**src/rtl/uart_cmd_arbiter.sv**
```systemverilog
// Two-client round-robin arbiter that turns client operations into timed UART
// command strobes (id/din/write), with TX-full store stall and sample-then-pop reads.
module uart_cmd_arbiter #(
  parameter int TX_LIMIT = 1024,
  parameter int POP_WAIT = 3
) (
  input  logic        clk,
  input  logic        reset,
  input  logic        req0,
  input  logic        req1,
  input  logic [2:0]  op0,
  input  logic [2:0]  op1,
  input  logic [15:0] wdata0,
  input  logic [15:0] wdata1,
  output logic        done0,
  output logic        done1,
  output logic [7:0]  rdata,
  output logic        rempty,
  output logic        busy,
  output logic [15:0] uart_id,
  output logic [15:0] uart_din,
  output logic        uart_write,
  input  logic [7:0]  uart_dout,
  input  logic [11:0] uart_rxcount,
  input  logic [11:0] uart_txcount,
  output logic [2:0]  o_dbg_state
);

  // Client handshake: reqN is held with opN/wdataN stable until a one-cycle
  // doneN pulse; req is only sampled in IDLE, so the client must drop it (or
  // present a new op) in the cycle after done.

  localparam logic [11:0] TX_LIM = 12'(TX_LIMIT);
  localparam int          WAIT_W = $clog2(POP_WAIT);
  localparam logic [WAIT_W-1:0] WAIT_LAST = WAIT_W'(POP_WAIT - 1);

  typedef enum logic [2:0] {
    S_IDLE   = 3'd0,
    S_ISSUE  = 3'd1,
    S_RDCHK  = 3'd2,
    S_RDPOP  = 3'd3,
    S_RDWAIT = 3'd4,
    S_DONE   = 3'd5
  } state_t;

  state_t              r_state;
  state_t              w_state_nxt;
  logic                r_client;
  logic                r_last;
  logic [2:0]          r_op;
  logic [15:0]         r_wdata;
  logic [WAIT_W-1:0]   r_wait;
  logic [7:0]          r_rdata;
  logic                r_rempty;
  logic [15:0]         r_id;
  logic [15:0]         r_din;

  logic                w_grant;
  logic                w_start;
  logic [2:0]          w_gop;
  logic                w_write;
  logic                w_done;
  logic [15:0]         w_cmd_id;
  logic [15:0]         w_cmd_din;

  always_comb begin
    w_state_nxt = r_state;
    w_grant     = 1'b0;
    w_start     = 1'b0;
    w_write     = 1'b0;
    w_done      = 1'b0;
    w_cmd_id    = 16'h0000;
    w_cmd_din   = 16'h0000;
    // On a tie the client not granted last wins; a lone request wins outright.
    w_grant     = (req0 && req1) ? ~r_last : req1;
    w_gop       = w_grant ? op1 : op0;

    case (r_state)
      S_IDLE: begin
        w_start = req0 || req1;
        if (w_start) begin
          case (w_gop)
            3'd4:       w_state_nxt = S_RDCHK;
            3'd6, 3'd7: w_state_nxt = S_DONE;
            default:    w_state_nxt = S_ISSUE;
          endcase
        end
      end
      S_ISSUE: begin
        w_cmd_id = 16'h0200 + {13'h0000, r_op};
        case (r_op)
          3'd0:    w_cmd_din = r_wdata;
          3'd1:    w_cmd_din = {8'h00, r_wdata[7:0]};
          default: w_cmd_din = 16'h0000;
        endcase
        // Stores wait here while the TX buffer is at its limit.
        if (!(r_op == 3'd1 && uart_txcount >= TX_LIM)) begin
          w_write     = 1'b1;
          w_state_nxt = S_DONE;
        end
      end
      S_RDCHK: begin
        w_state_nxt = (uart_rxcount == 12'd0) ? S_DONE : S_RDPOP;
      end
      S_RDPOP: begin
        w_cmd_id    = 16'h0204;
        w_write     = 1'b1;
        w_state_nxt = S_RDWAIT;
      end
      S_RDWAIT: begin
        if (r_wait == WAIT_LAST) w_state_nxt = S_DONE;
      end
      S_DONE: begin
        w_done      = 1'b1;
        w_state_nxt = S_IDLE;
      end
      default: w_state_nxt = S_IDLE;
    endcase
  end

  always_ff @(posedge clk) begin
    if (reset) begin
      r_state  <= S_IDLE;
      r_client <= 1'b0;
      r_last   <= 1'b1;
      r_op     <= 3'd0;
      r_wdata  <= 16'h0000;
      r_wait   <= '0;
      r_rdata  <= 8'h00;
      r_rempty <= 1'b0;
      r_id     <= 16'h0000;
      r_din    <= 16'h0000;
    end else begin
      r_state <= w_state_nxt;
      if (r_state == S_IDLE && w_start) begin
        r_client <= w_grant;
        r_last   <= w_grant;
        r_op     <= w_gop;
        r_wdata  <= w_grant ? wdata1 : wdata0;
      end
      if (w_write) begin
        r_id  <= w_cmd_id;
        r_din <= w_cmd_din;
      end
      if (r_state == S_RDCHK && uart_rxcount == 12'd0) r_rempty <= 1'b1;
      // Sample the head byte in the same cycle the pop command is strobed.
      if (r_state == S_RDPOP) begin
        r_rdata  <= uart_dout;
        r_rempty <= 1'b0;
        r_wait   <= '0;
      end else if (r_state == S_RDWAIT) begin
        r_wait <= r_wait + 1'b1;
      end
    end
  end

  assign uart_write  = w_write;
  assign uart_id     = w_write ? w_cmd_id  : r_id;
  assign uart_din    = w_write ? w_cmd_din : r_din;
  assign done0       = w_done && !r_client;
  assign done1       = w_done &&  r_client;
  assign rdata       = r_rdata;
  assign rempty      = r_rempty;
  assign busy        = (r_state != S_IDLE);
  assign o_dbg_state = r_state;

endmodule

```
**config.mk**
```make
export PLATFORM = sky130hd
export DESIGN_NAME = uart_cmd_arbiter
export DESIGN_NICKNAME = d
export VERILOG_FILES = /design/src/rtl/uart_cmd_arbiter.sv
export SDC_FILE = /design/constraint.sdc
export NUM_CORES = 1
export LEC_CHECK = 0
export CAP_MARGIN = 20
export CORE_MARGIN = 3
export CORE_UTILIZATION = 31
export DETAILED_ROUTE_END_ITERATION = 6
export PLACE_DENSITY = 0.72
export SLEW_MARGIN = 15
export SYNTH_ARGS = -nofsm -noshare
export SYNTH_HDL_FRONTEND = slang
export SYNTH_SLANG_ARGS = --single-unit
```
**constraint.sdc**
```tcl
create_clock -name clk -period 4.49 [get_ports clk]
set_input_delay 1.347 -clock clk [delete_from_list [all_inputs] [get_ports clk]]
set_output_delay 1.347 -clock clk [all_outputs]
set_load 0.005 [all_outputs]
```
==> out/qor.yml <==
path_clk_slew_ns: 0.07
finalPower_w: 0.00173
worst_r2r_path_depth: 6
via_per_inst: 4.86
synth_flop_cell: "dfxtp_1"
seq_power_share_pct: 41.0
finClkSkew_ns: 0.00607
post-route-period-util_pct: 93.4
grt_pass1_vias: 2587
max_stage_delay_ns: 0.51
power_density_nw_per_um2: 389
r2r-start: "o_dbg_state[1]"
fin_nets: 517
syn_inst: 321
required_ns: 3.14
cp_common_cell: "nand2_1"
min_from: "r_id[10]"
die_x_um: 102
max_freq_mhz: 238
layout_min_cycle_time_ns: 4.19
hold_class: "reg2reg"
root_buffer: "clkbuf_8"
synth_top_area_share_pct: 46.5
r2r_end: "r_id[4]"
slowest_stage: "clkdlybuf4s50_1"
drive_above_1_share_pct: 10.3
rsz0062_at_grt: "no"
wl_per_cell_um: 14.1
dieArea_um2: 10500
area_growth_pct: 53.7
regArea_um2: 1340
vias: 2700
hold_end: "r_id[10]"
internal_power_w: 0.00119
multi_input_area_um2: 1430
grt_start_max_net_pins: 57
start_kind: "input pin"
place_hpwl_mm: 5.64
io_pins: 122
coreArea_um2: 8890
diodes: 0
core.rowCount: 34
tightest_slew_ns: 1.04
dp.cells: 532
syn_area_per_cell_um2: 8.99
wl_mm: 7.84
grt-ovfl-total: 0
synth_area_leaders: "dfxtp_1 46%, mux2i_1 6.9%, a211oi_1 5.2%, and2_1 5.2%, nand2_1 5.1%"
grtUsageTotal_pct: 14.9
peakVddDrop_mv: 0.160
p_sw_w: 0.000540
crit_chain: "dlymetal6s2s_1 > o21ai_1 > buf_4 > o21ai_4 > buf_6 > nand2_1 > nand2_1 > clkdlybuf4s50_1"
syn_area_um2: 2890
drc: 0
ctsHoldBuffers: 0
port_buffers: 111
ys_ff_latch: 67
place.gp.congestion: 0.818
synth_enable_flop_cells: 0
ff2ff_setup_slack_ns: 2.24
final_cell_count_no_fill: 555
syn_nets: 396
end_kind: "output port"
worstPathMaxFanout: 6
grt_pass1_wl_mm: 12.3
yosysTopAreaCell: "dfxtp_1"
critPathArrivalTime_ns: 2.85
crit_type: "in2out"
slew_headroom_pct: 30.7
fillers: 832
ys_seq_area_share_pct: 46.5
drt_pass1_iterations: 4
leakagePower_nw: 1.92
clk_latency_ns: 0.33
async_flop_share_pct: 0
status: "finished, final reports clean"
ant_nets: 0
htree_levels: 3
cts_tree: "built"
hold_viol: 0
comb_power_share_pct: 29.9
cts_made_buffers: 9
switching_share_pct: 31.3
first_iter_violations: 131
initial_core_util_pct: 32.5
hold_depth: 1
drv_slew: 0
ys_warn_count: 0
maxCapViolCount: 0
clock-sinks: 67
p_clk_share_pct: 29.1
setup_violations: 0
antenna_found_initial: 0
die_h_um: 102
cts_buffer_depth: 2
synth_cell_types: 47
routing by layer:
metal	GRT usage, %	routed length [µm]
met5	0	0
met1	19.9	3550
met4	5.15	57
met2	23.7	3780
met3	3.52	452
area by class of cell:
cell class / count / share of cell area, %
inverter: 5 / 0.479
sequential: 67 / 30.2
multi-input combinational: 229 / 32.3
tap: 108 / 3.04
timing repair buffer: 130 / 29.5
clock buffer: 9 / 2.79
clock inverter: 7 / 1.75
registers in the layout (all words and copies together) (netlist names):
| name | cells |
|---|---|
| rdata | 8 |
| r_op | 3 |
| rempty | 1 |
| r_client | 1 |
| r_wait | 2 |
| o_dbg_state | 3 |
| r_id | 16 |
| r_din | 16 |
| r_last | 1 |
| r_wdata | 16 |
power by group through the flow:
stage | sequential (W) | clock (W) | combinational [W]
after global routing | 0.000715 | 0.000549 | 0.000570
after global placement | 0.000717 | 0 | 0.000466
after CTS | 0.000706 | 0.000518 | 0.000471
after detailed placement | 0.000720 | 0 | 0.000474
after floorplan | 0.000700 | 0 | 0.000289
final | 0.000707 | 0.000502 | 0.000516
logic make-up (layout without fill, tap and decap cells):
group	after synthesis	count (layout)	share of synthesized area (%)
adder cells (fa/ha/maj)	1	1	0.433
AO/OA/AOI/OAI	69	69	16.6
multiplexers	20	20	6.94
AND/OR/NAND/NOR	139	139	25.3
buffers and inverters	25	151	4.29
flip-flops	67	67	46.5
critical path: cells and delay by family:
| kind | cells | cell delay [ns] |
|---|---|---|
| compound gates | 2 | 0.36 |
| simple gates | 2 | 0.15 |
| buf+inv | 4 | 0.98 |
how the worst max path moves through the flow:
| stage | start | depth (start not counted) | endpoint |
|---|---|---|---|
| after global routing | uart_txcount[11] | 8 | uart_din[2] |
| after detailed placement | uart_txcount[10] | 7 | uart_din[10] |
| final | uart_txcount[11] | 8 | uart_din[2] |
| after CTS | uart_txcount[10] | 8 | uart_din[0] |
| after floorplan | uart_txcount[10] | 5 | uart_id[10] |
| after global placement | uart_txcount[10] | 7 | uart_din[8] |
per-stage QoR:
step                      hold WS [ns]  worst slack [ns]  instance area (µm²)   TNS, ns  util, %
after floorplan                  0.421             0.910                 2890         0        -
after detailed placement         0.438           -0.0578                 4140    -0.384     46.5
after CTS                        0.457          -0.00171                 4330  -0.00221     48.6
after global routing             0.474             0.205                 4440         0     49.9
after global placement           0.433           -0.0401                 4140    -0.305     46.5
final                            0.454             0.296                 4440         0     49.9
synth_stat cells (all sizes together) (2+ instances only):
cell type	count
dfxtp	67
nand2	39
nor2	28
a21oi	24
and2	24
a211oi	20
mux2i	20
buf	12
nor2b	12
nand3	11
a22o	9
clkbuf	8
o21ai	6
inv	5
nor3	5
and3	4
nand2b	3
nor3b	3
nor4	2
or3	2
or4	2
cells in the final DEF, fill, tap and decap left out, types with 2 or more instances in the layout:
master,instances
and2_1,24
dfxtp_1,67
nor3_1,3
clkdlybuf4s50_1,89
buf_4,15
or4_1,2
nor2_2,2
a21oi_1,24
a22o_1,9
nor2_1,26
nor2b_1,12
clkbuf_16,2
o21ai_0,4
nand2b_1,3
and3_1,4
clkbuf_8,9
dlymetal6s2s_1,9
dlygate4sd2_1,12
nand2_1,39
clkinvlp_4,4
mux2i_1,20
inv_1,4
nor3b_1,2
nand3_1,11
a211oi_1,20
timing repair:
item,CTS,global route
buffers inserted,0,5
resized for setup,13,11
gates cloned,0,2
setup endpoints to repair,18,18
pin swaps,1,1
(Power assumes the default switching activity.)
